==> config.mk <==
export PLATFORM = sky130hd
export DESIGN_NAME = board_display_scanner_flat
export DESIGN_NICKNAME = d
export VERILOG_FILES = /design/src/rtl/board_display_scanner_if.sv /design/src/rtl/board_display_scanner.sv /design/src/flat_wrapper.sv
export SDC_FILE = /design/constraint.sdc
export NUM_CORES = 1
export LEC_CHECK = 0
export CAP_MARGIN = 5
export CORE_ASPECT_RATIO = 1.25
export CORE_MARGIN = 2
export CORE_UTILIZATION = 50
export DETAILED_ROUTE_END_ITERATION = 8
export GPL_ROUTABILITY_DRIVEN = 0
export MAX_ROUTING_LAYER = met4
export PLACE_DENSITY_LB_ADDON = 0.08
export SYNTH_ARGS = -nofsm -noshare
export SYNTH_HDL_FRONTEND = slang
export SYNTH_SLANG_ARGS = --single-unit
==> constraint.sdc <==
create_clock -name clk -period 3.2 [get_ports clk]
set_input_delay 0.32 -clock clk [delete_from_list [all_inputs] [get_ports clk]]
set_output_delay 0.32 -clock clk [all_outputs]
set_load 0.01 [all_outputs]
==> src/rtl/board_display_scanner_if.sv <==
// Pixel-stream bundle between the board scanner, the playfield store and the VGA pins.
interface board_display_scanner_if;
  // No valid/ready: hs/vs/rgb advance one pixel per pixel tick, and rd answers
  // ra combinationally in the same cycle, so every signal is always "valid".
  logic [7:0]  ra;
  logic [2:0]  rd;
  logic [4:0]  cur_x1, cur_x2, cur_x3, cur_x4;
  logic [4:0]  cur_y1, cur_y2, cur_y3, cur_y4;
  logic [2:0]  cur_type;
  logic        show_piece;
  logic        hs;
  logic        vs;
  logic [11:0] rgb;
  logic        frame_start;

  modport master (
    output ra, hs, vs, rgb, frame_start,
    input  rd, cur_x1, cur_x2, cur_x3, cur_x4,
    input  cur_y1, cur_y2, cur_y3, cur_y4, cur_type, show_piece
  );

  modport slave (
    input  ra, hs, vs, rgb, frame_start,
    output rd, cur_x1, cur_x2, cur_x3, cur_x4,
    output cur_y1, cur_y2, cur_y3, cur_y4, cur_type, show_piece
  );
endinterface

==> src/rtl/board_display_scanner.sv <==
// 640x480@60 raster scanner: reads the 10x20 playfield, overlays the falling piece,
// draws a border and drives VGA sync/colour with a two-tick pipeline.
module board_display_scanner #(
  parameter int          PIX_DIV    = 4,
  parameter int          X0         = 240,
  parameter int          Y0         = 80,
  parameter int          CELL_LOG2  = 4,
  parameter logic [11:0] BORDER_RGB = 12'h888
) (
  input logic                     clk,
  input logic                     rstn,
  board_display_scanner_if.master bus
);
  localparam int               DIV_W    = (PIX_DIV > 1) ? $clog2(PIX_DIV) : 1;
  localparam logic [DIV_W-1:0] DIV_LAST = DIV_W'(PIX_DIV - 1);
  localparam int               CELL     = 1 << CELL_LOG2;
  localparam logic [10:0]      BX0      = 11'(X0);
  localparam logic [10:0]      BX1      = 11'(X0 + 10 * CELL);
  localparam logic [10:0]      BY0      = 11'(Y0);
  localparam logic [10:0]      BY1      = 11'(Y0 + 20 * CELL);

  function automatic logic [11:0] pal(input logic [2:0] t);
    case (t)
      3'd0:    pal = 12'h000;
      3'd1:    pal = 12'hF00;
      3'd2:    pal = 12'h0F0;
      3'd3:    pal = 12'h00F;
      3'd4:    pal = 12'h0FF;
      3'd5:    pal = 12'hF0F;
      3'd6:    pal = 12'hFF0;
      default: pal = 12'hF80;
    endcase
  endfunction

  logic [DIV_W-1:0] div;
  logic             tick;
  logic [9:0]       hcnt, vcnt;
  logic             frame_tick;

  assign tick       = (div == DIV_LAST);
  assign frame_tick = tick && (hcnt == 10'd0) && (vcnt == 10'd0);

  always_ff @(posedge clk or negedge rstn) begin
    if (!rstn) begin
      div  <= '0;
      hcnt <= '0;
      vcnt <= '0;
    end else begin
      div <= tick ? '0 : div + 1'b1;
      if (tick) begin
        if (hcnt == 10'd799) begin
          hcnt <= '0;
          vcnt <= (vcnt == 10'd524) ? '0 : vcnt + 1'b1;
        end else begin
          hcnt <= hcnt + 1'b1;
        end
      end
    end
  end

  // Piece inputs are sampled once per frame so mid-frame moves never tear the image.
  logic [4:0] sx [4];
  logic [4:0] sy [4];
  logic [2:0] type_sh;
  logic       show_sh;

  always_ff @(posedge clk or negedge rstn) begin
    if (!rstn) begin
      for (int i = 0; i < 4; i++) begin
        sx[i] <= '0;
        sy[i] <= '0;
      end
      type_sh          <= '0;
      show_sh          <= 1'b0;
      bus.frame_start  <= 1'b0;
    end else begin
      bus.frame_start <= frame_tick;
      if (frame_tick) begin
        sx[0]   <= bus.cur_x1;
        sx[1]   <= bus.cur_x2;
        sx[2]   <= bus.cur_x3;
        sx[3]   <= bus.cur_x4;
        sy[0]   <= bus.cur_y1;
        sy[1]   <= bus.cur_y2;
        sy[2]   <= bus.cur_y3;
        sy[3]   <= bus.cur_y4;
        type_sh <= bus.cur_type;
        show_sh <= bus.show_piece;
      end
    end
  end

  logic [10:0] hx, vx;
  logic [9:0]  hoff, voff;
  logic [4:0]  col, row;
  logic [7:0]  addr;
  logic        in_board_c, border_c, visible_c, hit_c, hs_c, vs_c;

  assign hx         = {1'b0, hcnt};
  assign vx         = {1'b0, vcnt};
  assign hoff       = hcnt - 10'(X0);
  assign voff       = vcnt - 10'(Y0);
  assign col        = 5'(hoff >> CELL_LOG2);
  assign row        = 5'(voff >> CELL_LOG2);
  assign addr       = 8'(row) * 8'd10 + 8'(col);
  assign in_board_c = (hx >= BX0) && (hx < BX1) && (vx >= BY0) && (vx < BY1);
  // Written with +4 on the counter side so a window near the screen edge cannot underflow.
  assign border_c   = !in_board_c && (hx + 11'd4 >= BX0) && (hx < BX1 + 11'd4) &&
                      (vx + 11'd4 >= BY0) && (vx < BY1 + 11'd4);
  assign visible_c  = (hcnt < 10'd640) && (vcnt < 10'd480);
  assign hs_c       = !((hcnt >= 10'd656) && (hcnt <= 10'd751));
  assign vs_c       = !((vcnt >= 10'd490) && (vcnt <= 10'd491));

  // Gated by in_board so out-of-window garbage col/row can never hit an off-board shadow cell.
  always_comb begin
    hit_c = 1'b0;
    for (int i = 0; i < 4; i++) begin
      if ((col == sx[i]) && (row == sy[i])) hit_c = 1'b1;
    end
    hit_c = hit_c && show_sh && in_board_c;
  end

  logic s1_in, s1_hit, s1_border, s1_vis, s1_hs, s1_vs;

  always_ff @(posedge clk or negedge rstn) begin
    if (!rstn) begin
      bus.ra    <= '0;
      s1_in     <= 1'b0;
      s1_hit    <= 1'b0;
      s1_border <= 1'b0;
      s1_vis    <= 1'b0;
      s1_hs     <= 1'b1;
      s1_vs     <= 1'b1;
    end else if (tick) begin
      if (in_board_c) bus.ra <= addr;
      s1_in     <= in_board_c;
      s1_hit    <= hit_c;
      s1_border <= border_c;
      s1_vis    <= visible_c;
      s1_hs     <= hs_c;
      s1_vs     <= vs_c;
    end
  end

  always_ff @(posedge clk or negedge rstn) begin
    if (!rstn) begin
      bus.rgb <= '0;
      bus.hs  <= 1'b1;
      bus.vs  <= 1'b1;
    end else if (tick) begin
      bus.hs <= s1_hs;
      bus.vs <= s1_vs;
      if (!s1_vis)        bus.rgb <= 12'h000;
      else if (s1_hit)    bus.rgb <= pal(type_sh);
      else if (s1_in)     bus.rgb <= pal(bus.rd);
      else if (s1_border) bus.rgb <= BORDER_RGB;
      else                bus.rgb <= 12'h000;
    end
  end
endmodule
==> src/flat_wrapper.sv <==
// flat-port wrapper written by rule: the top's interface ports become plain ports
module board_display_scanner_flat 
#(
  parameter int          PIX_DIV    = 4,
  parameter int          X0         = 240,
  parameter int          Y0         = 80,
  parameter int          CELL_LOG2  = 4,
  parameter logic [11:0] BORDER_RGB = 12'h888
)
  (clk, rstn, bus_ra, bus_hs, bus_vs, bus_rgb, bus_frame_start, bus_rd, bus_cur_x1, bus_cur_x2, bus_cur_x3, bus_cur_x4, bus_cur_y1, bus_cur_y2, bus_cur_y3, bus_cur_y4, bus_cur_type, bus_show_piece);
  board_display_scanner_if bus_i ();
  input logic clk;
  input logic rstn;
  output wire logic [$bits(bus_i.ra)-1:0] bus_ra;
  output wire logic [$bits(bus_i.hs)-1:0] bus_hs;
  output wire logic [$bits(bus_i.vs)-1:0] bus_vs;
  output wire logic [$bits(bus_i.rgb)-1:0] bus_rgb;
  output wire logic [$bits(bus_i.frame_start)-1:0] bus_frame_start;
  input wire logic [$bits(bus_i.rd)-1:0] bus_rd;
  input wire logic [$bits(bus_i.cur_x1)-1:0] bus_cur_x1;
  input wire logic [$bits(bus_i.cur_x2)-1:0] bus_cur_x2;
  input wire logic [$bits(bus_i.cur_x3)-1:0] bus_cur_x3;
  input wire logic [$bits(bus_i.cur_x4)-1:0] bus_cur_x4;
  input wire logic [$bits(bus_i.cur_y1)-1:0] bus_cur_y1;
  input wire logic [$bits(bus_i.cur_y2)-1:0] bus_cur_y2;
  input wire logic [$bits(bus_i.cur_y3)-1:0] bus_cur_y3;
  input wire logic [$bits(bus_i.cur_y4)-1:0] bus_cur_y4;
  input wire logic [$bits(bus_i.cur_type)-1:0] bus_cur_type;
  input wire logic [$bits(bus_i.show_piece)-1:0] bus_show_piece;
  assign bus_ra = bus_i.ra;
  assign bus_hs = bus_i.hs;
  assign bus_vs = bus_i.vs;
  assign bus_rgb = bus_i.rgb;
  assign bus_frame_start = bus_i.frame_start;
  assign bus_i.rd = bus_rd;
  assign bus_i.cur_x1 = bus_cur_x1;
  assign bus_i.cur_x2 = bus_cur_x2;
  assign bus_i.cur_x3 = bus_cur_x3;
  assign bus_i.cur_x4 = bus_cur_x4;
  assign bus_i.cur_y1 = bus_cur_y1;
  assign bus_i.cur_y2 = bus_cur_y2;
  assign bus_i.cur_y3 = bus_cur_y3;
  assign bus_i.cur_y4 = bus_cur_y4;
  assign bus_i.cur_type = bus_cur_type;
  assign bus_i.show_piece = bus_show_piece;
  board_display_scanner #(.PIX_DIV(PIX_DIV), .X0(X0), .Y0(Y0), .CELL_LOG2(CELL_LOG2), .BORDER_RGB(BORDER_RGB)) u_core (.clk(clk), .rstn(rstn), .bus(bus_i));
endmodule
; ---- Yosys cells after proc, flatten, opt, wreduce, memory -nomap -nowiden
; Cells that the tools add are included.
; Widths: inputs -> output; s select.
[totals]
reg_bits = 95
latch_bits = 0
ram_bits = 0
romBits = 0
output_inout_bits = 23
n_memories = 0
[op_classes]
n_addsub = 8
multipliers = 1
div = 0
n_lt_le_gt_ge = 14
n_eq_ne = 23
n_shift = 0
muxes = 13
bitwise = 0
reduce_logical = 27
[ops]
columns = op, count
row1 = $pmux 12 s7, 2
row2 = $lt 10x9->1 const B, 5
row3 = $mux 12, 4
row4 = $eq 5x5->1, 8
row5 = $add 10x3->11 const B, 2
row6 = $add 10x1->10 const B, 2
row7 = $eq 10x10->1 const B, 2
row8 = $logic_not 10->1, 2
row9 = $mux 10, 2
row10 = $eq 3x3->1 const B, 6
row11 = $logic_and 1x1->1, 18
row12 = $eq 3x2->1 const B, 4
row13 = $ge 11x7->1 const B, 1
row14 = $ge 11x8->1 const B, 1
row15 = $ge 10x10->1 const B, 1
row16 = $ge 10x7->1 const B, 1
row17 = $ge 10x8->1 const B, 1
row18 = $ge 10x9->1 const B, 1
row19 = $le 10x10->1 const B, 1
row20 = $le 10x9->1 const B, 1
row21 = $lt 10x10->1 const B, 1
row22 = $sub 9x7->9 const B, 1
row23 = $sub 9x8->9 const B, 1
row24 = $add 8x5->8, 1
row25 = other kinds (9), 17

; ---- Longest topological paths before layout
[depth]
depth_word = 9
ltp_mapped = 15

; ---- Worst setup path before layout
; OpenSTA, ideal clock, no wires.
[synth_path]
path_kind = reg2reg
startpoint = register u_core.vcnt[4]
endpoint = register u_core.bus.ra[7]
arrival_ns = 3.022
slack_ns = 0.053
stages_incl_launch_ff = 15
n_path_buf = 2
synth_period_minus_slack_ns = 3.147
cell_sequence = dfrtp_1 > buf_2 > inv_1 > ha_1 > buf_4 > inv_1 > a21oi_2 > xnor2_1 > inv_1 > ha_1 > fa_1 > xor2_1 > nand3_1 > xnor2_1 > mux2_2
[synth_between]
elab_chain_len = 4
word_cells_on_any_way = 8
classes_between = 2 x add/sub / 1 x mul / 2 x order compare / 3 x reduce/logical
[synth_rtl]
columns = element, line
row1 = "start, declared", board_display_scanner.sv:37  ; logic [9:0] hcnt, vcnt;
row2 = "start signal, assigned", board_display_scanner.sv:53  ; vcnt <= (vcnt == 10'd524) ? '0 : vcnt + 1'b1;
row3 = "parallel branches: the longest is 4 deep, another holds $sub 9x7->9", -
row4 = "end signal, assigned", board_display_scanner.sv:135  ; if (in_board_c) bus.ra <= addr;
row5 = "end, declared", board_display_scanner_if.sv:17  ; output ra, hs, vs, rgb, frame_start,
; Several ways; the timed one is not identified.
; A chain may end at the register's enable or synchronous reset.

; ---- Worst setup path in the final report
[layout_path]
startpoint = register u_core.vcnt[5]
endpoint = register u_core.bus.ra[7]
; Same word-level chain as after synthesis.

==> flow_metrics.tcl <==
set metrics [dict create \
    run_status "complete, no violations" \
    post_cts.repair.setup_buffers 0 \
    root_driver "clkbuf_16" \
    cap_viol_max_count 0 \
    synth_top_area_cell "dfrtp_1" \
    setup.worst_path.class "flip-flop to flip-flop" \
    synth_top_flop_cell "dfrtp_1" \
    synth.area.top_cells "dfrtp_1 (40%), mux2_2 (9.8%), ha_1 (5.8%)" \
    synthCells 505 \
    yosysUniqueCellTypes 66 \
    peakVddDrop_mv 0.197 \
    final_net_count 642 \
    insertion_delay_ns 0.35 \
    bufs_and_invs_on_worst_path 2 \
    ctsHoldBuffers 1 \
    finalHoldWorstSlack_ns 0.427 \
    clk_pin_slew_worst_paths_ns 0.06 \
    maxSlewHeadroom_pct 56.1 \
    clk_path_buf_depth 2 \
    cts-htree-levels 3 \
    post-route-drc-count 0 \
    violation_count_after_the_first_detailed_routing_iteration 253 \
    synth_largest_type_area_fraction_pct 39.5 \
    cts-buffers-inserted 9 \
    die_area_sq_mm 0.0116 \
    clock.fmax_mhz 341 \
    synth_async_sr_flop_share_pct 100 \
    synth_seq_area_share_pct 41.5 \
    cpLargestDelayFamily "adder cells" \
    cpPeakStageDelay_ns 0.51 \
    arrival_ns 3.16 \
    timing.hold.worst.class "flip-flop to flip-flop" \
    synth_nets 581 \
    pwr_density_cell_mw_per_mm2 380 \
    endpoint_kind "flip-flop" \
    report.final.hold_viol_count 0 \
    final_antenna_net_count 0 \
    grt_setup_unrepaired "false" \
    critical_path.max_fanout 10 \
    std_cell_rows 42 \
    grt_max_degree 49 \
    grt.total_usage_pct 22.2 \
    crit_path_start_kind "flip-flop" \
    cp_cell_sequence "inv_1, ha_1, buf_4, xnor2_1, ha_1, ha_1, a21o_1, a21oi_1, xnor2_1, xnor2_1, mux2_2" \
    global_route.overflow_total 0 \
    detailed_place_hpwl_um 8840 \
    setup-violations-final 0 \
    tritoncts_num_sinks 89 \
    synthesis.area_sq_mm 0.00538 \
    grt_first_pass_wirelength_um 20100 \
    cpMaxStageDelayCell "dfrtp_1" \
    layout-drive-gt1-share_pct 16.6 \
    drt-vias-per-instance 5.63 \
    avgRoutedWirePerCell_um 16.9 \
    antenna_violations_before_repair 0 \
    core_area_sq_mm 0.0106 \
    starting_density_pct 50.9 \
    tightest_slew_ns 0.658 \
    wirelength_um 11900 \
    die_height_um 120 \
    final_max_slew_viol_count 0 \
    synth_area_per_cell_sq_um 10.7 \
    total_leakage_power_nw 2.72 \
    fillerInstances 866 \
    synth-edff-count 0 \
    portBuffers 71 \
    die_w_um 96.8 \
    multi_input_area_sq_mm 0.00284 \
    synth_warnings 0 \
    antenna_cells 0 \
    drt-pass1-iter-count 6 \
    area_growth_syn_to_layout_pct 21.2 \
    ys_ff_latch 89 \
    setup_tns_ns 0 \
    num_io_pins 72 \
    skew_ns 0.00830 \
    cts_resized 0 \
    crit_required_ns 3.43 \
    final_min_period_over_clock_period_pct 91.6 \
    totalPowerFinal_mw 2.48 \
    via_count_of_the_first_global_routing_pass 4049 \
    routed-via-count 3957 \
    time_the_worst_path_needs_with_i_o_delays_and_setup_ns 2.93 \
    tritoncts "done" \
    layout.area.seq_sq_mm 0.00223 \
]
==> where the power goes <==
part / switching (mW) / internal, mW / total, mW
registers: 0.0231 / 1.15 / 1.18
logic: 0.0527 / 0.0944 / 0.147
clock network: 0.447 / 0.708 / 1.16
==> final cells by class <==
type | count | area share (%)
Multi-Input combinational cell | 352 | 43.5
Sequential cell | 89 | 34.2
Timing Repair Buffer | 87 | 13.1
Clock buffer | 10 | 3.67
Tap cell | 132 | 2.53
Inverter | 27 | 1.55
Clock inverter | 6 | 1.38
==> placed cells by master, fill, tap and decap left out, types with 3 or more instances in the layout <==
| cell | synthesis | routed |
|---|---|---|
| o41ai_1 | 3 | 3 |
| a31oi_1 | 3 | 3 |
| ha_1 | 25 | 25 |
| a21o_1 | 6 | 6 |
| xnor2_1 | 35 | 35 |
| a211oi_1 | 3 | 3 |
| nor2b_1 | 4 | 4 |
| nand4_1 | 10 | 10 |
| mux2_1 | 6 | 6 |
| nor3_1 | 10 | 10 |
| nand2b_1 | 6 | 6 |
| xor2_1 | 20 | 20 |
| a21oi_1 | 15 | 15 |
| clkdlybuf4s50_1 | 0 | 70 |
| nand3_1 | 11 | 11 |
| mux2i_1 | 3 | 3 |
| mux2_2 | 47 | 47 |
| buf_4 | 9 | 14 |
| inv_1 | 27 | 27 |
| and3_1 | 4 | 4 |
| dfrtp_1 | 85 | 85 |
| nor4_1 | 7 | 7 |
| o21ai_0 | 33 | 33 |
| nor2_1 | 13 | 13 |
| nand3b_1 | 5 | 5 |
| o31ai_1 | 4 | 4 |
| dfstp_2 | 4 | 4 |
| clkbuf_16 | 0 | 9 |
| nand2_1 | 25 | 25 |
| and2_1 | 3 | 3 |
| and4_1 | 4 | 4 |
| nor3b_1 | 6 | 6 |
==> final timing paths <==
kind                                 from               end  slack [ns]  cells past startpoint
max                        u_core.vcnt[5]  u_core.bus.ra[7]        0.27                     11
min                         u_core.div[0]     u_core.div[0]        0.43                      1
max reg2reg                u_core.vcnt[5]  u_core.bus.ra[7]        0.27                     11
min reg2reg                 u_core.div[0]     u_core.div[0]        0.43                      1
max in group asynchronous            rstn      u_core.s1_vs        2.02                      3
min in group asynchronous            rstn    u_core.hcnt[0]        0.50                      2
==> layer usage <==
| metal | global-route usage, % | part of all wire [%] | up-vias |
|---|---|---|---|
| li1 | - | - | 1902 |
| met1 | 26.9 | 43 | 1946 |
| met2 | 38.2 | 52 | 94 |
| met3 | 3.55 | 3.5 | 15 |
| met4 | 7.31 | 1.7 | 0 |
| met5 | - | 0 | - |
==> worst reg2reg max path, cell delays in order (launching register included) <==
cell,delay [ns]
dfrtp_1,0.51
inv_1,0.11
ha_1,0.20
buf_4,0.16
xnor2_1,0.29
ha_1,0.34
ha_1,0.31
a21o_1,0.16
a21oi_1,0.19
xnor2_1,0.17
xnor2_1,0.10
mux2_2,0.27
==> cells in the mapped netlist (5+ instances only) <==
master / n
a21o_1: 6
a21oi_1: 15
buf_2: 7
buf_4: 9
clkbuf_1: 14
dfrtp_1: 85
ha_1: 25
inv_1: 27
mux2_1: 6
mux2_2: 47
nand2_1: 25
nand2b_1: 6
nand3_1: 11
nand3b_1: 5
nand4_1: 10
nor2_1: 13
nor3_1: 10
nor3b_1: 6
nor4_1: 7
o21ai_0: 33
xnor2_1: 35
xor2_1: 20
==> per-stage QoR <==
step | std cells | utilization, % | instance area (sq um) | setup WS [ns]
after floorplan | 505 | - | 5380 | 0.0535
after global placement | 686 | 58.5 | 6180 | 0.388
after detailed placement | 686 | 58.5 | 6180 | 0.306
after CTS | 703 | 61.7 | 6520 | 0.291
after global routing | 703 | 61.7 | 6520 | 0.0904
final | 703 | 61.7 | 6520 | 0.269
==> cells by family (layout without fill, tap and decap cells) <==
group,count (synthesis),count (layout),synth area share (%)
flip-flops,89,89,41.5
buffers and inverters,64,130,5.81
AO/OA/AOI/OAI,91,91,11.0
adder cells (fa/ha/maj),28,28,6.74
multiplexers,56,56,11.6
AND/OR/NAND/NOR,116,116,12.2
XOR/XNOR,61,61,11.1
==> sequential cells by signal, indices dropped and copies added, names as in the netlist, 2 cells and up <==
register,flops
u_core.div,2
u_core.vcnt,10
u_core.sx,20
u_core.hcnt,10
u_core.bus.rgb,6
u_core.bus.ra,8
u_core.sy,20
u_core.type_sh,3
No activity file was read; power rests on OpenSTA's default activity.
